File: src/rtl/load_buffer.sv
`default_nettype none
// ============================================================================
// Module   : load_buffer
// Purpose  : In-order load queue; waits for base operands on the CDB, forms
//            base+imm and issues one load at a time to the load unit.
//            Define LOAD_BUF_BYPASS_EN to capture a same-cycle CDB broadcast
//            into an allocating entry.
// Revision : 1.0
// ============================================================================
module load_buffer #(
  parameter int DEPTH = 4
) (
  input  logic                     clock,
  input  logic                     reset_n,
  input  logic                     alloc_valid,
  output logic                     alloc_ready,
  input  logic [2:0]               alloc_type,
  input  logic [5:0]               alloc_robNum,
  input  logic                     alloc_base_ready,
  input  logic [31:0]              alloc_base_val,
  input  logic [5:0]               alloc_base_tag,
  input  logic [31:0]              alloc_imm,
  input  logic                     cdb_enable,
  input  logic [5:0]               cdb_robNum,
  input  logic [31:0]              cdb_data,
  input  logic                     lu_busy,
  input  logic                     flush,
  output logic                     loadEnable,
  output logic [2:0]               loadType,
  output logic [31:0]              addr,
  output logic [5:0]               robNum,
  output logic [$clog2(DEPTH):0]   count
);

  localparam int PTR_W = $clog2(DEPTH);
  localparam logic [PTR_W:0]   c_depth   = (PTR_W+1)'(DEPTH);
  localparam logic [PTR_W-1:0] c_ptr_one = PTR_W'(1);

  logic        r_valid  [DEPTH];
  logic [2:0]  r_type   [DEPTH];
  logic [5:0]  r_rob    [DEPTH];
  logic        r_bready [DEPTH];
  logic [31:0] r_bval   [DEPTH];
  logic [5:0]  r_btag   [DEPTH];
  logic [31:0] r_imm    [DEPTH];

  logic [PTR_W-1:0] r_head;
  logic [PTR_W-1:0] r_tail;
  logic [PTR_W:0]   r_count;
  logic             r_load_en;
  logic [2:0]       r_load_type;
  logic [31:0]      r_addr;
  logic [5:0]       r_rob_out;

  logic w_alloc;
  logic w_issue;
  logic w_byp;

  assign alloc_ready = (r_count < c_depth);
  assign w_alloc     = alloc_valid && alloc_ready;
  // The low-cycle requirement between pulses comes from gating on r_load_en.
  assign w_issue     = r_valid[r_head] && r_bready[r_head] && !lu_busy && !r_load_en;

`ifdef LOAD_BUF_BYPASS_EN
  assign w_byp = cdb_enable && !alloc_base_ready && (alloc_base_tag == cdb_robNum);
`else
  assign w_byp = 1'b0;
`endif

  assign loadEnable = r_load_en;
  assign loadType   = r_load_type;
  assign addr       = r_addr;
  assign robNum     = r_rob_out;
  assign count      = r_count;

  always_ff @(posedge clock or negedge reset_n) begin
    if (!reset_n) begin
      for (int i = 0; i < DEPTH; i++) begin
        r_valid[i]  <= 1'b0;
        r_type[i]   <= 3'd0;
        r_rob[i]    <= 6'd0;
        r_bready[i] <= 1'b0;
        r_bval[i]   <= 32'd0;
        r_btag[i]   <= 6'd0;
        r_imm[i]    <= 32'd0;
      end
      r_head      <= '0;
      r_tail      <= '0;
      r_count     <= '0;
      r_load_en   <= 1'b0;
      r_load_type <= 3'd0;
      r_addr      <= 32'd0;
      r_rob_out   <= 6'd0;
    end else if (flush) begin
      for (int i = 0; i < DEPTH; i++) begin
        r_valid[i] <= 1'b0;
      end
      r_head    <= '0;
      r_tail    <= '0;
      r_count   <= '0;
      r_load_en <= 1'b0;
    end else begin
      for (int i = 0; i < DEPTH; i++) begin
        if (r_valid[i] && !r_bready[i] && cdb_enable && (r_btag[i] == cdb_robNum)) begin
          r_bready[i] <= 1'b1;
          r_bval[i]   <= cdb_data;
        end
      end

      // The tail slot is never valid while not full, so it cannot also be snooped.
      if (w_alloc) begin
        r_valid[r_tail]  <= 1'b1;
        r_type[r_tail]   <= alloc_type;
        r_rob[r_tail]    <= alloc_robNum;
        r_bready[r_tail] <= alloc_base_ready | w_byp;
        r_bval[r_tail]   <= w_byp ? cdb_data : alloc_base_val;
        r_btag[r_tail]   <= alloc_base_tag;
        r_imm[r_tail]    <= alloc_imm;
        r_tail           <= r_tail + c_ptr_one;
      end

      if (w_issue) begin
        r_valid[r_head] <= 1'b0;
        r_head          <= r_head + c_ptr_one;
        r_addr          <= r_bval[r_head] + r_imm[r_head];
        r_load_type     <= r_type[r_head];
        r_rob_out       <= r_rob[r_head];
      end

      r_load_en <= w_issue;
      r_count   <= r_count + (PTR_W+1)'(w_alloc) - (PTR_W+1)'(w_issue);
    end
  end

endmodule
`default_nettype wire

File: config.mk
export PLATFORM = sky130hd
export DESIGN_NAME = load_buffer
export DESIGN_NICKNAME = d
export VERILOG_FILES = /design/src/rtl/load_buffer.sv
export SDC_FILE = /design/constraint.sdc
export NUM_CORES = 1
export LEC_CHECK = 0
export BUFFER_PORTS_ARGS = -buffer_cell sky130_fd_sc_hd__clkbuf_2
export CORE_UTILIZATION = 40
export CTS_CLUSTER_DIAMETER = 80
export DETAILED_ROUTE_END_ITERATION = 10
export PLACE_DENSITY = 0.58
export SETUP_SLACK_MARGIN = 0.3
export SYNTH_ARGS = -nofsm -noshare
export SYNTH_HDL_FRONTEND = slang
export SYNTH_SLANG_ARGS = --single-unit
File: constraint.sdc
create_clock -name clock -period 7.8 [get_ports clock]
set_input_delay 0.78 -clock clock [delete_from_list [all_inputs] [get_ports clock]]
set_output_delay 0.78 -clock clock [all_outputs]
set_load 0.02 [all_outputs]
After elaboration in Yosys (flattened, before gate mapping):

Cells that the tools add are included.

* register bits: 373
* bits of input ports: 124
* output and inout bits: 46
* logic and storage cells: 145

* $add $sub $neg: 5
* magnitude comparators: 5
* eq/ne operators: 4
* muxes and demuxes: 62
* bitwise gates (word level): 6
* reduce and logical (&&, ||, !) cells: 28

Operator list (count)
* 32-bit 2-to-1 mux: 13
* 128-bit bitwise mux: 2
* 32-bit binary-select mux with 2-bit select: 2
* 128-bit 2-to-1 mux: 1
* 32-bit demux with 2-bit select: 1
* 24-bit bitwise mux: 2
* 32-bit adder: 1
* 6-bit equality test: 4
* 4-bit 2-to-1 mux: 5
* 1-bit logical AND: 18
* 6-bit 2-to-1 mux: 3
* 1-bit 2-to-1 mux: 15
* 6-bit binary-select mux with 2-bit select: 1
* 12-bit bitwise mux: 1
* 6-bit demux with 2-bit select: 1
* 3-bit 2-to-1 mux: 4
* 2-bit 2-to-1 mux: 4
* 3-bit binary-select mux with 2-bit select: 1
* 3-bit demux with 2-bit select: 1
* 3-bit greater-or-equal comparator (second input constant): 2
* 1-bit zero test: 6
* 3-bit by 1-bit < comparator with 1-bit output (second input constant): 2
* 2-bit inverter with 3-bit output: 2
* 2-bit by 1-bit adder with 2-bit output (second input constant): 2
* 12 further kinds: 16

Depth between registers and ports, before layout:

* word-level depth: 11
* gate-level depth with buffers: 13
* depth with buffers taken out: 11

Least setup slack after synthesis:

OpenSTA, ideal clock, no wires.

* path kind: register to register
* start: register r_head[0]
* end: register r_addr[26], in the netlist addr[26]
* data arrival time: 3.843 ns
* required time: 7.708 ns
* path slack: 3.865 ns
* stages on the path, launching flop included: 13
* period minus slack after synthesis: 3.935 ns
* cells stage by stage: dfrtp_1 buf_2 buf_1 mux4_2 ha_1 and2_1 and4_1 or3b_4 a2111o_1 a211oi_2 o21a_2 nor3_1 o31ai_2

* cells in the longest elaborated chain, start to end: 8
* elaborated cells on any way between the ends: 18
* those cells by class: add/sub: 1; mux: 12; bitwise: 1; reduce/logical: 4

RTL lines
* start: declaration: line 47 `logic [PTR_W-1:0] r_head;`
* start signal: assignment: line 124 `r_head <= r_head + c_ptr_one;`
* 2-bit inverter with 3-bit output (implied by the code) *: line 62, 125
* branches (longest 7 deep; another with 32-bit adder)
* end signal: assignment: line 125 `r_addr <= r_bval[r_head] + r_imm[r_head];`
* end: declaration: line 52 `logic [31:0] r_addr;`

Mark *: on every way between the ends. The select of a mux whose other input is x is not followed.
A chain may end at the register's enable or synchronous reset.

Final worst setup path:

* start: register r_head[0]
* end: register r_addr[31], in the netlist addr[31]

Same word-level chain as after synthesis.

==> summary.md <==
| Metric | Value |
|---|---|
| Post-synth EDFFs | `0` |
| Overflow after GRT | `0` |
| Critical path's top delay family | `simple AND/OR/NAND/NOR gates` |
| # clock sinks | `373` |
| CTS resizes | `0` |
| Chip Height | `216.7 um` |
| Setup-failing EPs final | `0` |
| HP Class | `input port to asynchronous set/reset pin` |
| Worst-Margin Slew | `1.046 ns` |
| Clock latency on the worst-skew pair | `0.57 ns` |
| Rows | `78` |
| WL per Instance | `23.54 um` |
| Area leader, netlist | `dfrtp_1` |
| Utilization after layout | `46.91%` |
| Crit Path Max Fanout | `43` |
| Synth warn | `0` |
| Initial antenna violation count | `3` |
| Port Buffers | `169` |
| Full die area | `46980 um2` |
| Max Clk Rate | `0.2110 GHz` |
| Vias after detailed routing | `13322` |
| CTS tree | `yes` |
| Nets | `1818` |
| Syn Std Cell Area | `18450 um2` |
| Fin crit period | `4.739 ns` |
| Num ports | `170` |
| Synth top area cells | `dfrtp_1, mux2_2, mux4_2, a22oi_1, nand2_1` |
| Clock tree buffer depth | `3` |
| Setup bufs post-CTS | `0` |
| Crit path kind | `flip-flop to flip-flop` |
| Largest net degree at the start of global routing | `174` |
| Most used DFF post-synth | `dfrtp_1` |
| DRT iter0 DRCs | `1074` |
| TritonRoute pass-1 iters | `5` |
| Bufs and invs on worst path | `1` |
| GP Congestion | `0.8429` |
| Slowest cell on crit path | `dfrtp_4` |
| Vias per cell | `5.828` |
| Critical Path Start Type | `flip-flop` |
| Gr usage total | `23.34%` |
| Leakage | `9.185 nW` |
| #FFs+latches synth | `373` |
| Area of the core | `45480 um2` |
| Worst-path clk slew | `0.06 ns` |
| CP arrival | `5.24 ns` |
| RSZ-0062 raised after global routing | `false` |
| Worst slew margin | `30.27%` |
| Root Buffer | `clkbuf_16` |
| Crit share post-route | `60.75%` |
| First-pass GRT wire length | `83.70 mm` |
| Post-detail-place hpwl | `33.80 mm` |
| Power Density | `422.3 nW/um2` |
| Worst vdd ir | `190.1 uV` |
| Worst Path Required | `8.30 ns` |
| Layout area overhead | `15.65%` |
| Fraction of layout cells with a size suffix above 1 | `32.14%` |
| DRT Wirelength | `53.81 mm` |
| Sequential element share of the synthesized area | `50.60%` |
| Chip width | `216.7 um` |
| TNS Setup | `0 ns` |
| Syn Inst Count | `1523` |
| Final Hold Vio Count | `0` |
| Num CTS Buffers | `43` |
| Worst Setup End Kind | `flip-flop` |
| Fin. max-slew vios | `0` |
| Crit path cell chain | `buf_4 > mux4_2 > ha_1 > and2_1 > and4_1 > and3_1 > o211a_1 > o31ai_1 > a31oi_1 > or4_1 > nand3_1` |
| Status | `finished clean` |
| CTS Hold Buffers Added | `0` |
| Post-Synthesis Net Count | `1690` |
| Crit path largest cell delay | `1.05 ns` |
| Avg Cell Area, Syn | `12.11 um2` |
| Starting Density | `40.56%` |
| DRC viols | `0` |
| Max-cap viol count | `0` |
| Synth top area share | `50.60%` |
| Cell variety after synth | `55` |
| Max Clock Skew | `0.01508 ns` |
| Final ANT Viol Nets | `0` |
| Vias in the first global route | `13968` |
| H-tree levels | `2` |
| FFs w/ async S/R, synth | `100.0%` |
-- routing by layer --
metal  track usage [%]  routed length [um]  up-vias
met2             38.65               26220      455
met1             31.03               23170     6877
li1                  -                   -     5896
met3             4.249                3131       92
met4             7.324                1243        2
met5            0.6250                  45        -
-- power by group --
part           switching (W)  total, W  internal (W)
registers           0.000516   0.00330       0.00279
logic                0.00189   0.00364       0.00176
clock network       0.000818   0.00206       0.00125
total                0.00322   0.00901       0.00579
-- per-stage QoR --
step	worst slack [ns]	power, W	hold WS (ns)	cells	area [um2]
3_3_place_gp	3.017	0.006867	0.4566	2206	19880
4_1_cts	2.928	0.009062	0.3621	2283	21330
6_report	3.061	0.009009	0.2546	2286	21330
2_1_floorplan	3.865	0.005916	0.4446	1523	18450
5_1_grt	2.637	0.009617	0.3636	2286	21330
3_5_place_dp	2.959	0.006965	0.4657	2206	19880
-- area by class of cell --
cell class | instances | area (um2)
Antenna cell | 3 | 7.507
Clock buffer | 61 | 1286
Clock inverter | 16 | 161.4
Fill cell | 4211 | 24140
Inverter | 16 | 60.06
Multi-Input combinational cell | 1028 | 8706
Sequential cell | 373 | 9341
Tap cell | 600 | 750.7
Timing Repair Buffer | 189 | 1021
-- cells by family after synthesis --
group	after synthesis	synth area share (%)
AOI/OAI and AO/OA	400	14.70
DFF	373	50.60
and+or+nand+nor	266	6.111
muxes	263	20.43
buffers and inverters	122	2.503
xor gates and xnor gates	56	2.659
adders and majority gates	43	2.998
-- worst register-to-register path: stages (launching register included) --
cell	delay (ns)
dfrtp_4	1.05
buf_4	0.48
mux4_2	0.56
ha_1	0.40
and2_1	0.21
and4_1	0.21
and3_1	0.19
o211a_1	0.27
o31ai_1	0.59
a31oi_1	0.21
or4_1	0.43
nand3_1	0.10
-- sequential cells by signal, summed over array words and instances, names as in the netlist, 4 cells and up --
name      cells
r_imm       128
robNum        6
r_bval      128
r_type       12
r_rob        24
r_bready      4
addr         32
r_btag       24
r_valid       4
-- layout by cell type (no fill, tap or decap), drive strengths merged, types with 6 or more instances in the layout --
cell type	instances
dfrtp	373
o22a	64
nor2	30
clkinv	11
a21oi	32
nand4	6
clkbuf	228
buf	22
xnor2	35
xor2	21
nand2	182
ha	41
a211oi	12
o21a	7
mux4	72
nand3	12
o21ai	135
a21o	20
mux2	188
inv	17
a22oi	99
-- cells in the mapped netlist (6+ instances only) --
library cell,instances
dfrtp_1,373
mux4_2,72
nand4_1,6
inv_1,16
buf_1,15
nand3_1,12
o21ai_0,135
xnor2_1,35
o21a_1,6
nor2_1,30
mux2_2,188
clkbuf_1,88
a21o_1,20
a21oi_1,32
xor2_1,21
ha_1,41
o22a_1,64
a211oi_1,11
a22oi_1,99
nand2_1,182
-- worst paths after layout --
kind,from,end,slack (ns),cells after the start
min in group clock,r_bval[81],r_bval[81],0.48,2
min reg2reg,r_bval[81],r_bval[81],0.48,2
max,r_head[0],addr[31],3.06,11
min,reset_n,r_type[1],0.25,1
max in group asynchronous,reset_n,r_head[0],5.77,2
max reg2reg,r_head[0],addr[31],3.06,11
Power figures use the tool's default switching activity.
